## src/rtl/out_port_fifo_if.sv

```systemverilog
// out_port_fifo_if: CPU-write / device-drain signal bundle for out_port_fifo.
// slave  = the FIFO's view, master = the view of whoever drives strobes and drains.
interface out_port_fifo_if #(
  parameter int unsigned WIDTH    = 32,
  parameter int unsigned DEPTH    = 4,
  parameter int unsigned CHANNELS = 1
);
  localparam int unsigned CH_W = (CHANNELS > 1) ? $clog2(CHANNELS) : 1;
  localparam int unsigned CW   = $clog2(DEPTH) + 1;

  logic             OutPortIn;
  logic [WIDTH-1:0] BusMuxOut;
  logic [CH_W-1:0]  chan;
  logic             out_valid;
  logic             out_ready;
  logic [WIDTH-1:0] out_data;
  logic [CH_W-1:0]  out_chan;
  logic             full;
  logic             empty;
  logic [CW-1:0]    count;
  logic             overflow;
  logic             chan_err;
  logic             err_clr;

  modport slave (
    input  OutPortIn, BusMuxOut, chan, out_ready, err_clr,
    output out_valid, out_data, out_chan, full, empty, count, overflow, chan_err
  );

  modport master (
    output OutPortIn, BusMuxOut, chan, out_ready, err_clr,
    input  out_valid, out_data, out_chan, full, empty, count, overflow, chan_err
  );
endinterface

```

## src/rtl/out_port_fifo.sv

```systemverilog
// out_port_fifo: edge-triggered CPU output port feeding a channel-tagged FWFT FIFO
// drained over valid/ready. Optional OUTPORT_LEGACY_EN adds legacy_q, the last
// accepted channel-0 word (old single-register outport behaviour).
module out_port_fifo #(
  parameter int unsigned WIDTH    = 32,
  parameter int unsigned DEPTH    = 4,
  parameter int unsigned CHANNELS = 1
) (
  input  logic             clk,
  input  logic             clr,
`ifdef OUTPORT_LEGACY_EN
  output logic [WIDTH-1:0] legacy_q,
`endif
  out_port_fifo_if.slave   bus
);
  localparam int unsigned CH_W = (CHANNELS > 1) ? $clog2(CHANNELS) : 1;
  localparam int unsigned AW   = $clog2(DEPTH);
  localparam int unsigned CW   = AW + 1;
  localparam logic [CW-1:0]   DepthCnt = DEPTH[CW-1:0];
  localparam logic [CH_W:0]   ChanLim  = CHANNELS[CH_W:0];

  logic             r_ip;
  logic [AW-1:0]    r_wr_ptr;
  logic [AW-1:0]    r_rd_ptr;
  logic [CW-1:0]    r_count;
  logic [WIDTH-1:0] r_mem_data [DEPTH];
  logic [CH_W-1:0]  r_mem_chan [DEPTH];
  logic             r_ovf;
  logic             r_cerr;

  logic w_push_req, w_chan_ok, w_full, w_empty, w_pop, w_push;
  logic w_ovf_set, w_cerr_set;

  assign w_push_req = bus.OutPortIn & ~r_ip;
  assign w_chan_ok  = {1'b0, bus.chan} < ChanLim;
  assign w_full     = (r_count == DepthCnt);
  assign w_empty    = (r_count == '0);
  assign w_pop      = ~w_empty & bus.out_ready;
  // A pop in the same cycle frees a slot, so a full FIFO still accepts.
  assign w_push     = w_push_req & w_chan_ok & (~w_full | w_pop);
  // Channel check wins: a bad channel on a full FIFO is not an overflow.
  assign w_ovf_set  = w_push_req & w_chan_ok & w_full & ~w_pop;
  assign w_cerr_set = w_push_req & ~w_chan_ok;

  // Strobe edge detector, pointers, occupancy and sticky error flags.
  always_ff @(posedge clk or negedge clr) begin
    if (!clr) begin
      r_ip     <= 1'b0;
      r_wr_ptr <= '0;
      r_rd_ptr <= '0;
      r_count  <= '0;
      r_ovf    <= 1'b0;
      r_cerr   <= 1'b0;
    end else begin
      r_ip <= bus.OutPortIn;
      if (w_push) r_wr_ptr <= r_wr_ptr + AW'(1);
      if (w_pop)  r_rd_ptr <= r_rd_ptr + AW'(1);
      case ({w_push, w_pop})
        2'b10:   r_count <= r_count + CW'(1);
        2'b01:   r_count <= r_count - CW'(1);
        default: r_count <= r_count;
      endcase
      // Set beats clear when both happen in one cycle.
      r_ovf  <= w_ovf_set  | (r_ovf  & ~bus.err_clr);
      r_cerr <= w_cerr_set | (r_cerr & ~bus.err_clr);
    end
  end

  // Entry storage; cleared on reset so the head reads zero until first write.
  always_ff @(posedge clk or negedge clr) begin
    if (!clr) begin
      for (int i = 0; i < DEPTH; i++) begin
        r_mem_data[i] <= '0;
        r_mem_chan[i] <= '0;
      end
    end else if (w_push) begin
      r_mem_data[r_wr_ptr] <= bus.BusMuxOut;
      r_mem_chan[r_wr_ptr] <= bus.chan;
    end
  end

`ifdef OUTPORT_LEGACY_EN
  logic [WIDTH-1:0] r_legacy;

  // Mirror of the last accepted channel-0 word, independent of pops.
  always_ff @(posedge clk or negedge clr) begin
    if (!clr) begin
      r_legacy <= '0;
    end else if (w_push && (bus.chan == '0)) begin
      r_legacy <= bus.BusMuxOut;
    end
  end

  assign legacy_q = r_legacy;
`endif

  assign bus.out_valid = ~w_empty;
  assign bus.out_data  = r_mem_data[r_rd_ptr];
  assign bus.out_chan  = r_mem_chan[r_rd_ptr];
  assign bus.full      = w_full;
  assign bus.empty     = w_empty;
  assign bus.count     = r_count;
  assign bus.overflow  = r_ovf;
  assign bus.chan_err  = r_cerr;
endmodule

```

## src/flat_wrapper.sv

```systemverilog
// flat-port wrapper written by rule: the top's interface ports become plain ports
module out_port_fifo_flat 
#(
  parameter int unsigned WIDTH    = 32,
  parameter int unsigned DEPTH    = 4,
  parameter int unsigned CHANNELS = 1
)
  (clk, clr, bus_OutPortIn, bus_BusMuxOut, bus_chan, bus_out_ready, bus_err_clr, bus_out_valid, bus_out_data, bus_out_chan, bus_full, bus_empty, bus_count, bus_overflow, bus_chan_err);
  out_port_fifo_if #(.WIDTH(WIDTH), .DEPTH(DEPTH), .CHANNELS(CHANNELS)) bus_i ();
  input  logic clk;
  input  logic clr;
  input wire logic [$bits(bus_i.OutPortIn)-1:0] bus_OutPortIn;
  input wire logic [$bits(bus_i.BusMuxOut)-1:0] bus_BusMuxOut;
  input wire logic [$bits(bus_i.chan)-1:0] bus_chan;
  input wire logic [$bits(bus_i.out_ready)-1:0] bus_out_ready;
  input wire logic [$bits(bus_i.err_clr)-1:0] bus_err_clr;
  output wire logic [$bits(bus_i.out_valid)-1:0] bus_out_valid;
  output wire logic [$bits(bus_i.out_data)-1:0] bus_out_data;
  output wire logic [$bits(bus_i.out_chan)-1:0] bus_out_chan;
  output wire logic [$bits(bus_i.full)-1:0] bus_full;
  output wire logic [$bits(bus_i.empty)-1:0] bus_empty;
  output wire logic [$bits(bus_i.count)-1:0] bus_count;
  output wire logic [$bits(bus_i.overflow)-1:0] bus_overflow;
  output wire logic [$bits(bus_i.chan_err)-1:0] bus_chan_err;
  assign bus_i.OutPortIn = bus_OutPortIn;
  assign bus_i.BusMuxOut = bus_BusMuxOut;
  assign bus_i.chan = bus_chan;
  assign bus_i.out_ready = bus_out_ready;
  assign bus_i.err_clr = bus_err_clr;
  assign bus_out_valid = bus_i.out_valid;
  assign bus_out_data = bus_i.out_data;
  assign bus_out_chan = bus_i.out_chan;
  assign bus_full = bus_i.full;
  assign bus_empty = bus_i.empty;
  assign bus_count = bus_i.count;
  assign bus_overflow = bus_i.overflow;
  assign bus_chan_err = bus_i.chan_err;
  out_port_fifo #(.WIDTH(WIDTH), .DEPTH(DEPTH), .CHANNELS(CHANNELS)) u_core (.clk(clk), .clr(clr), .bus(bus_i));
endmodule
```

## config.mk

```make
export PLATFORM = sky130hd
export DESIGN_NAME = out_port_fifo_flat
export DESIGN_NICKNAME = d
export VERILOG_FILES = /design/src/rtl/out_port_fifo_if.sv /design/src/rtl/out_port_fifo.sv /design/src/flat_wrapper.sv
export SDC_FILE = /design/constraint.sdc
export NUM_CORES = 1
export LEC_CHECK = 0
export CORE_ASPECT_RATIO = 1.1
export CORE_UTILIZATION = 50
export CTS_CLUSTER_SIZE = 20
export DETAILED_ROUTE_END_ITERATION = 7
export GPL_TIMING_DRIVEN = 0
export PLACE_DENSITY_LB_ADDON = 0.2
export REMOVE_ABC_BUFFERS = 1
export SLEW_MARGIN = 40
export SYNTH_ARGS = -nofsm -noshare
export SYNTH_HDL_FRONTEND = slang
export SYNTH_SLANG_ARGS = --single-unit
export TNS_END_PERCENT = 50
```

## constraint.sdc

```tcl
create_clock -name clk -period 5 [get_ports clk]
set_input_delay 0.5 -clock clk [delete_from_list [all_inputs] [get_ports clk]]
set_output_delay 0.5 -clock clk [all_outputs]
set_load 0.005 [all_outputs]
```

Word-level counts from Yosys, hierarchy flattened
Index checks and enable logic that the tools add are counted.
{"block": "op_classes", "n_addsub": 4, "order_cmp": 4, "n_eq_ne": 3, "muxes": 13, "bitwise_logic": 20, "reduce_logical": 3}
{"cell": "$bwmux W128", "count": 1}
{"cell": "$mux W32", "count": 3}
{"cell": "$bmux W32 S2", "count": 1}
{"cell": "$demux W32 S2", "count": 1}
{"cell": "$and A1 B1 Y1", "count": 9}
{"cell": "$ge A3 B3 Y1 const B", "count": 2}
{"cell": "$not A1 Y1", "count": 6}
{"cell": "$not A2 Y3", "count": 2}
{"cell": "$pmux W3 S2", "count": 1}
{"cell": "$add A2 B1 Y2 const B", "count": 2}
{"cell": "$bwmux W4", "count": 1}
{"cell": "$add A3 B1 Y3 const B", "count": 1}
{"cell": "$eq A3 B3 Y1 const B", "count": 1}
{"cell": "$logic_not A3 Y1", "count": 1}
{"cell": "$lt A3 B1 Y1 const B", "count": 1}
{"cell": "$mux W1", "count": 3}
{"cell": "$or A1 B1 Y1", "count": 3}
{"cell": "$sub A3 B1 Y3 const B", "count": 1}
{"cell": "$bmux W1 S2", "count": 1}
{"cell": "$demux W1 S2", "count": 1}
{"cell": "$eq A2 B1 Y1 const B", "count": 1}
{"cell": "$eq A2 B2 Y1 const B", "count": 1}
{"cell": "$reduce_bool A2 Y1", "count": 1}
{"cell": "$logic_and A1 B1 Y1", "count": 1}
{"cell": "$lt A1 B1 Y1 const B", "count": 1}
{"block": "totals", "reg_bits": 142, "inputBits": 38, "out_inout_bits": 41, "elab_cells": 61}

Depth between registers and ports, before layout
Gate-level depths: netlist of the first run.
{"block": "depth", "word_depth": 7, "ltp_mapped": 9, "depth_no_buf": 8}

Worst setup path after synthesis of the first run
No wires, ideal clock.
{"block": "synth_timing", "path_type": "input port to flip-flop", "from": "input bus_out_ready", "to": "register u_core.r_count[2] (netlist: u_core.bus.count[2])", "setup_time_ns": 0.079, "arrival_time_ns": 2.212, "slack_ns": 2.709, "path_stages": 9, "path_buffers": 1, "path_cell_list": "or4b_4 > buf_6 > nand2_1 > ha_1 > inv_1 > fa_1 > xor2_1 > nor2_1 > xor2_1"}
{"block": "synth_between", "elab_chain_len": 5}
{"item": "from (decl)", "line": "flat_wrapper.sv:15", "text": "input wire logic [$bits(bus_i.out_ready)-1:0] bus_out_ready;"}
{"item": "$and A1 B1 Y1 *", "line": "out_port_fifo.sv:38", "text": "assign w_pop = ~w_empty & bus.out_ready;"}
{"item": "$or A1 B1 Y1", "line": "out_port_fifo.sv:40", "text": "assign w_push = w_push_req & w_chan_ok & (~w_full | w_pop);"}
{"item": "$and A1 B1 Y1", "line": "out_port_fifo.sv:40"}
{"item": "$eq A2 B1 Y1 or $eq A2 B2 Y1 (tied branches)", "line": "out_port_fifo.sv:58", "text": "case ({w_push, w_pop})"}
{"item": "$pmux W3 S2 or $reduce_bool A2 Y1 (tied branches)"}
{"item": "to (signal assigned)", "line": "out_port_fifo.sv:59", "text": "2'b10: r_count <= r_count + CW'(1);"}
{"item": "to (signal assigned)", "line": "out_port_fifo.sv:60", "text": "2'b01: r_count <= r_count - CW'(1);"}
{"item": "to (signal assigned)", "line": "out_port_fifo.sv:61", "text": "default: r_count <= r_count;"}
{"item": "to (decl)", "line": "out_port_fifo.sv:25", "text": "logic [CW-1:0] r_count;"}
Mark *: on every way between the ends. The rest lies on a longest branch, timed or not.
A chain may end at the register's enable or synchronous reset.

Final worst setup path of the first run
{"block": "layout_timing", "from": "register u_core.r_rd_ptr[0]", "to": "output bus_out_data[29]"}
{"block": "layout_between", "elab_chain_len": 4}
{"item": "from (decl)", "line": "out_port_fifo.sv:24", "text": "logic [AW-1:0] r_rd_ptr;"}
{"item": "from (signal assigned)", "line": "out_port_fifo.sv:57", "text": "if (w_pop) r_rd_ptr <= r_rd_ptr + AW'(1);"}
{"item": "$not A2 Y3 (not written as such)", "line": "out_port_fifo.sv:98", "text": "assign bus.out_data = r_mem_data[r_rd_ptr];"}
{"item": "$bmux W32 S2", "line": "out_port_fifo.sv:98"}
{"item": "$mux W32 (not written as such) (2 in a row)", "line": "out_port_fifo.sv:98"}
{"item": "to (decl)", "line": "flat_wrapper.sv:18", "text": "output wire logic [$bits(bus_i.out_data)-1:0] bus_out_data;"}
Every way passes these cells. The select of a mux whose other input is x is not followed.

==> results of run 1 <==
per-stage QoR:
step                      setup WS, ps  utilization
after floorplan                   2400            -
after global placement           -2030        0.569
after detailed placement          2130        0.574
after CTS                         2030        0.624
after global routing              1960        0.624
final                             2100        0.624
sequential cells by signal, indices dropped and copies added (netlist names):
signal	count
u_core.r_mem_data	128
u_core.r_mem_chan	4
u_core.bus.count	3
u_core.r_rd_ptr	2
u_core.r_wr_ptr	2
u_core.bus.chan_err	1
u_core.bus.overflow	1
u_core.r_ip	1
final timing paths:
| check | endpoint | startpoint |
|---|---|---|
| min | u_core.r_mem_data[124] | clr |
| max in group asynchronous | u_core.r_mem_data[111] | clr |
| max reg2reg | u_core.bus.count[2] | u_core.bus.count[0] |
| min in group clk | u_core.r_mem_chan[0] | u_core.r_mem_chan[0] |
| max | bus_out_data[29] | u_core.r_rd_ptr[0] |
| min reg2reg | u_core.r_mem_chan[0] | u_core.r_mem_chan[0] |
logic make-up after synthesis:
logic type	share of synthesized area
mux	0.387
flops	0.520
buf+inv	0.0463
simple gates	0.0242
xor+xnor	0.00770
fa+ha+maj	0.0121
compound gates	0.00275
synth_stat cells (all sizes together), types with 2 or more instances:
master,instances
dfrtp,142
nand2,2
and2,4
mux4,33
clkbuf,3
buf,18
ha,5
mux2,129
xnor2,3
inv,8
nand3,4
o21ai,2
xor2,3
where the power goes:
group / internal (mW) / switching, mW / leakage, nW
clock network: 0.934 / 0.484 / 0.325
registers: 1.69 / 0.424 / 1.76
logic: 1.60 / 0.556 / 1.87
layer usage:
| layer | share of wire | vias to the layer above | global-route usage |
|---|---|---|---|
| li1 | - | 1496 | - |
| met1 | 0.45 | 1820 | 0.269 |
| met2 | 0.50 | 63 | 0.320 |
| met3 | 0.035 | 21 | 0.0526 |
| met4 | 0.018 | 0 | 0.0859 |
| met5 | 0 | - | 0 |
cell type report:
| cell class | instances | share of cell area |
|---|---|---|
| clock inverters | 11 | 0.0224 |
| flip-flops and latches | 142 | 0.430 |
| repair buffers | 80 | 0.101 |
| multi-input cells | 195 | 0.358 |
| well taps | 184 | 0.0278 |
| clock buffers | 21 | 0.0580 |
| inverters | 8 | 0.00363 |
==> impl_metrics.json, run 1 <==
{
  "postLayoutCellArea_sq_um": 8280,
  "maxCapViolCount": 0,
  "antenna_found_initial": 0,
  "drive_gt1_frac": 0.449,
  "slew_headroom": 0.478,
  "wire_per_inst_um": 19.8,
  "clock-sinks": 142,
  "grt_pass1_vias": 3900,
  "power_mw": 5.69,
  "avgSynthCellArea_sq_um": 18.7,
  "synth_seq_cells": 142,
  "final-setup-viol-count": 0,
  "synth_area_leader_cell": "dfrtp_1",
  "synth-warning-count": 0,
  "min_period_ps": 2900,
  "clock_latency_ps": 420,
  "fin_skew_ps": 6.28,
  "dpl.hpwl_mm": 7.17,
  "final_cells": 641,
  "antenna_cells": 0,
  "die_area_sq_um": 14100,
  "syn_area_sq_um": 6830,
  "cp.required_ps": 4500,
  "multiInputGateArea_sq_um": 2960,
  "synthArstFlopShare": 1.00,
  "synthFlopType": "dfrtp_1",
  "nFillCells": 990,
  "finalMaxSlewViolations": 0,
  "dr.pass1.iters": 4,
  "drc": 0,
  "area_delta_synth_final_pct": 21.2,
  "r2r_cells": 8,
  "path_buf_inv": 2,
  "core_sq_um": 13300,
  "start_kind": "flip-flop",
  "period_share": 0.581,
  "rows": 44,
  "ir_drop_v": 0.000262,
  "ioPinCount": 79,
  "seqCellArea_sq_um": 3560,
  "worst_pin_slew_ps": 783,
  "powerDensity_nw_per_um2": 687,
  "grt_max_degree": 73,
  "grt_use_total": 0.204,
  "setup-tns-final_ps": 0,
  "fin_nets": 488,
  "whs_ps": 22.3,
  "slowest_delay_ps": 700,
  "post_cts_buffers": 0,
  "holdCritPathClass": "input pin to async pin",
  "status": "complete, no violations",
  "ff2ff_setup_slack_ps": 2660,
  "place_congestion": 0.709,
  "vias": 3400,
  "synth_edf_count": 0,
  "overflow": 0,
  "path_depth": 3,
  "via_per_inst": 5.30,
  "cts_buffers": 17,
  "synth_cell_types": 27,
  "grt_pass1_wl_mm": 21.5,
  "holdBufCountCts": 0,
  "rsz0062_at_grt": "no",
  "slowest_stage": "dfrtp_4",
  "die_y_um": 125,
  "crit_chain": "buf_12, mux4_2, clkdlybuf4s50_1",
  "final_common_cell": "dfrtp_1",
  "cts.clk_slew.worst_paths_ps": 60,
  "dpl_cell_area_sq_um": 7610,
  "routed_wl_mm": 12.7,
  "timing.critical_path.max_delay_family": "buffers and inverters",
  "tritoncts": "yes",
  "mostFrequentLayoutCells": "dfrtp_1, mux2_4, clkdlybuf4s50_1, mux4_2, clkbuf_16",
  "drt-initial-drc-count": 204,
  "postSynthCellCount": 366,
  "port_buffers": 78,
  "path_max_fanout": 20,
  "synth_area_leaders": "dfrtp_1, mux2_4, mux4_2, buf_12, mux2_2",
  "hold_viol_final": 0,
  "worstSetupEndpointType": "output port",
  "die_w_um": 113,
  "initial_core_util": 0.515,
  "arrival_ps": 2400,
  "antenna_left": 0,
  "dp_cells": 609,
  "cellLeakagePower_nw": 3.95,
  "seq_area_frac_synth": 0.520,
  "fmax_ghz": 0.344,
  "clockBufferDepth": 2,
  "synth_top_area_share": 0.520,
  "root_buffer": "clkbuf_16",
  "worstSetupPathType": "flip-flop to output port",
  "htreeDepth": 4,
  "cts-resized-gates": 0
}
(Power assumes the default switching activity.)
==> run 2: changes to the inputs <==
==> constraint.sdc (replaced) <==
create_clock -name clk -period 2.6 [get_ports clk]
set_input_delay 0.26 -clock clk [delete_from_list [all_inputs] [get_ports clk]]
set_output_delay 0.26 -clock clk [all_outputs]
set_load 0.005 [all_outputs]
==> impl_metrics.json, run 2 (synthesized netlist as in run 1, its figures left out) <==
{
  "place_congestion": 0.709,
  "hold_viol_final": 0,
  "min_period_ps": 2400,
  "seq_power_share": 0.363,
  "die_y_um": 125,
  "grt.met1_usage": 0.272,
  "pwr-share-comb": 0.388,
  "die_area_sq_um": 14100,
  "worstSetupPathType": "flip-flop to output port",
  "holdCritPathClass": "input pin to flip-flop",
  "powerDensity_nw_per_um2": 1320,
  "crit_chain": "buf_4, mux4_2, clkdlybuf4s50_1",
  "path_max_fanout": 9,
  "largest-register": "u_core.r_mem_data",
  "clockBufferDepth": 2,
  "cts_buffers": 17,
  "ioPinCount": 79,
  "fmax_ghz": 0.416,
  "root_buffer": "clkbuf_16",
  "period_share": 0.924,
  "slowest_stage": "mux4_2",
  "core_sq_um": 13300,
  "ir_drop_v": 0.000523,
  "wire_per_inst_um": 19.9,
  "rows": 44,
  "postLayoutCellArea_sq_um": 8320,
  "final_core_util": 0.627,
  "htreeDepth": 4,
  "vias": 3412,
  "fin_skew_ps": 6.36,
  "mostFrequentLayoutCells": "dfrtp_1, mux2_4, clkdlybuf4s50_1, mux4_2, clkbuf_16",
  "grt_use_met2": 0.322,
  "top_usage_layer": "met2",
  "dp_cells": 609,
  "start_kind": "flip-flop",
  "rsz0062_at_grt": "no",
  "arrival_ps": 2140,
  "clock_latency_ps": 430,
  "switching_share": 0.258,
  "slew_headroom": 0.479,
  "final-setup-viol-count": 0,
  "antenna_cells": 0,
  "path_buf_inv": 2,
  "area_delta_synth_final_pct": 21.7,
  "final_cells": 644,
  "layout_setup_ws_ps": 198,
  "cellLeakagePower_nw": 3.98,
  "largest_register_ffs": 128,
  "p_clk_frac": 0.248,
  "power_mw": 11.0,
  "place_ws_ps": -32.5,
  "status": "complete, no violations",
  "antenna_left": 0,
  "clock-sinks": 142,
  "tritoncts": "yes",
  "die_w_um": 113,
  "port_buffers": 78,
  "initial_core_util": 0.515,
  "met3_usage": 0.0526,
  "overflow": 0,
  "dpl.hpwl_mm": 7.17,
  "dr.pass1.iters": 4,
  "fin_nets": 491,
  "maxCapViolCount": 0,
  "grt_pass1_wl_mm": 21.6,
  "drc": 0,
  "drive_gt1_frac": 0.450,
  "grt_max_degree": 73,
  "worst_pin_slew_ps": 782,
  "timing.critical_path.max_delay_family": "buffers and inverters",
  "antenna_found_initial": 0,
  "slowest_delay_ps": 550,
  "grt_pass1_vias": 3908,
  "cp.required_ps": 2340,
  "grt_use_total": 0.205,
  "final_common_cell": "dfrtp_1",
  "dpl_cell_area_sq_um": 7610,
  "p_int_mw": 8.15,
  "via_per_inst": 5.30,
  "routed_wl_mm": 12.8,
  "drt-initial-drc-count": 198,
  "worstSetupEndpointType": "output port",
  "finalMaxSlewViolations": 0,
  "cts.clk_slew.worst_paths_ps": 60,
  "p_sw_mw": 2.84
}
run 2: changes by cell type in the layout (fill, tap and decap cells not counted), sizes merged:
cell	change
buf	+2
clkdlybuf4s50	-1
dlygate4sd3	+1
dlymetal6s2s	+1
run 2: worst paths after layout:
path / startpoint / end / slack [ps] / cells past startpoint
max: u_core.r_rd_ptr[0] / bus_out_data[2] / 200 / 3
min: bus_OutPortIn / u_core.r_ip / 340 / 1
max reg2reg: u_core.bus.count[0] / u_core.bus.count[2] / 260 / 8
min reg2reg: u_core.r_mem_chan[0] / u_core.r_mem_chan[0] / 480 / 1
max in group asynchronous: clr / u_core.r_mem_data[111] / 1490 / 3
min in group asynchronous: clr / u_core.r_mem_data[124] / 380 / 2
run 2: metal layers:
metal / share of wire / wire length (um)
met5: 0 / 0
met4: 0.017 / 223
met3: 0.034 / 440
met2: 0.50 / 6430
met1: 0.45 / 5740
run 2: timing repair:
| item | 4_1_cts | 5_1_grt |
|---|---|---|
| setup buffers | 1 | 1 |
| endpoints found under the hold margin | 70 | 0 |
| resized for setup | 0 | 1 |
| hold buffers | 1 | 0 |
| endpoints found under the setup margin | 16 | 6 |
run 2: power by group through the flow:
stage / Combinational (mW) / Clock, mW / Sequential, mW
floorplan: 2.65 / 0 / 3.84
global placement: 4.02 / 0 / 4.08
detailed placement: 4.17 / 0 / 4.07
CTS: 4.28 / 2.78 / 4.04
global route: 4.58 / 2.88 / 4.11
finish: 4.27 / 2.73 / 3.99
run 2: layout make-up:
cell class	instances	area [sq um]
Clock buffer	21	480
Clock inverter	11	185
Fill cell	988	4950
Inverter	8	30.0
Multi-Input combinational cell	195	2960
Sequential cell	142	3560
Tap cell	184	230
Timing Repair Buffer	83	868
run 2: stage by stage:
stage          TNS [ps]  hold WS (ps)
4_1_cts               0           321
5_1_grt               0           346
6_report              0           337
3_5_place_dp      -1090           259
2_1_floorplan         0         -35.6
3_3_place_gp    -621230           464
==> run 3: changes to the inputs <==
--- a/config.mk
+++ b/config.mk
@@ -5,13 +5,13 @@
 export SDC_FILE = /design/constraint.sdc
 export NUM_CORES = 1
 export LEC_CHECK = 0
+export CAP_MARGIN = 10
 export CORE_ASPECT_RATIO = 1.1
 export CORE_UTILIZATION = 50
 export CTS_CLUSTER_SIZE = 20
 export DETAILED_ROUTE_END_ITERATION = 7
 export GPL_TIMING_DRIVEN = 0
 export PLACE_DENSITY_LB_ADDON = 0.2
-export REMOVE_ABC_BUFFERS = 1
 export SLEW_MARGIN = 40
 export SYNTH_ARGS = -nofsm -noshare
 export SYNTH_HDL_FRONTEND = slang
==> impl_metrics.json, run 3 (synthesized netlist as in run 1, its figures left out) <==
{
  "grt_max_degree": 75,
  "port_buffers": 78,
  "vias": 3417,
  "via_per_inst": 5.17,
  "cts_buffers": 17,
  "wire_per_inst_um": 19.4,
  "path_max_fanout": 10,
  "setup-tns-final_ps": 0,
  "holdCritPathClass": "input pin to flip-flop",
  "die_area_sq_um": 14100,
  "drive_gt1_frac": 0.451,
  "drt-initial-drc-count": 115,
  "root_buffer": "clkbuf_16",
  "antenna_left": 0,
  "place_congestion": 0.710,
  "overflow": 0,
  "cp.required_ps": 2340,
  "ioPinCount": 79,
  "fmax_ghz": 0.405,
  "hold_start": "bus_OutPortIn",
  "largest_register_ffs": 128,
  "final_common_cell": "dfrtp_1",
  "grt_pass1_wl_mm": 21.6,
  "dpl_cell_area_sq_um": 7870,
  "clockBufferDepth": 2,
  "ff2ff_setup_slack_ps": 210,
  "routed_wl_mm": 12.8,
  "slowest_delay_ps": 550,
  "slowest_stage": "mux4_2",
  "largest-register": "u_core.r_mem_data",
  "core_sq_um": 13300,
  "worst_pin_slew_ps": 517,
  "worstSetupPathType": "flip-flop to output port",
  "cts.clk_slew.worst_paths_ps": 60,
  "clock-sinks": 142,
  "hold_viol_final": 0,
  "whs_ps": 350,
  "ir_drop_v": 0.000550,
  "rsz0062_at_grt": "no",
  "nFillCells": 952,
  "die_w_um": 113,
  "final-setup-viol-count": 0,
  "dr.pass1.iters": 4,
  "arrival_ps": 2210,
  "fin_skew_ps": 7.36,
  "tritoncts": "yes",
  "clock_latency_ps": 420,
  "power_mw": 10.8,
  "mostFrequentLayoutCells": "dfrtp_1, mux2_4, clkdlybuf4s50_1, mux4_2, clkbuf_16",
  "grt_pass1_vias": 3946,
  "drc": 0,
  "area_delta_synth_final_pct": 24.4,
  "antenna_found_initial": 0,
  "start_kind": "flip-flop",
  "antenna_cells": 0,
  "period_share": 0.950,
  "status": "complete, no violations",
  "r2r_cells": 9,
  "dpl.hpwl_mm": 8.12,
  "min_path_cells": 1,
  "grt_use_total": 0.204,
  "die_y_um": 125,
  "r2r_start": "u_core.bus.count[0]",
  "slew_headroom": 0.655,
  "powerDensity_nw_per_um2": 1270,
  "finalMaxSlewViolations": 0,
  "maxCapViolCount": 0,
  "worstSetupEndpointType": "output port",
  "crit_chain": "clkbuf_4, buf_6, mux4_2, clkdlybuf4s50_1",
  "min_period_ps": 2470,
  "rows": 44,
  "postLayoutCellArea_sq_um": 8490,
  "synth_nets": 410,
  "whs_endpoint": "u_core.r_ip",
  "r2r-end": "u_core.bus.count[2]",
  "initial_core_util": 0.515,
  "cellLeakagePower_nw": 4.07,
  "htreeDepth": 4,
  "fin_nets": 508
}
-- run 3: changes by cell type in the layout (fill, tap and decap cells not counted), sizes merged, moves of 2 or more --
cell    before  now
bufinv       5    3
buf          5   19
clkbuf      21   29
clkinv       4    2
-- run 3: per-stage QoR --
stage	util	setup slack, ps	instances
detailed placement	0.593	-14.3	629
finish	0.640	131	661
global route	0.640	37.2	661
global placement	0.591	-4160	628
CTS	0.639	-44.0	661
floorplan	-	338	366
-- run 3: layout make-up --
class,count,area (sq um),area share
Buffer,20,310,0.0365
Clock buffer,26,479,0.0564
Clock inverter,6,108,0.0127
Inverter,8,30.0,0.00354
Multi-Input combinational cell,195,2960,0.349
Sequential cell,142,3550,0.418
Tap cell,184,230,0.0271
Timing Repair Buffer,80,823,0.0969
-- run 3: critical path: cells and delay by family (launching register included) --
| kind | cells | cell delay (ps) |
|---|---|---|
| buffers and inverters | 3 | 910 |
| DFF | 1 | 310 |
| muxes | 1 | 550 |
-- run 3: per-layer routing --
layer / track usage / routed length, um / vias to the layer above
met5: 0 / 0 / -
met2: 0.309 / 6100 / 63
li1: - / - / 1537
met4: 0.0673 / 172 / 0
met1: 0.284 / 6080 / 1802
met3: 0.0589 / 462 / 15
-- run 3: where the power goes --
group | leakage, nW | internal (mW) | total [mW] | switching, mW
clock | 0.283 | 1.56 | 2.44 | 0.886
sequential | 1.76 | 3.25 | 3.86 | 0.612
combinational | 2.03 | 3.15 | 4.46 | 1.30
-- run 3: how the worst max path moves through the flow --
stage	startpoint	end	slack (ps)	cells after the start
global placement	clr	u_core.r_mem_data[40]	-4160	1
finish	u_core.r_rd_ptr[0]	bus_out_data[2]	130	4
global route	u_core.r_rd_ptr[0]	bus_out_data[4]	40	4
detailed placement	bus_out_ready	u_core.bus.count[2]	-10	10
CTS	u_core.r_rd_ptr[0]	bus_out_data[6]	-40	4
floorplan	u_core.bus.count[0]	u_core.bus.count[2]	340	9
-- run 3: timing repair --
action | CTS | global route
endpoints found under the setup margin | 29 | 27
endpoints found under the hold margin | 68 | 0
hold buffers | 1 | 0
setup buffers | 0 | 0
resized for setup | 7 | 4
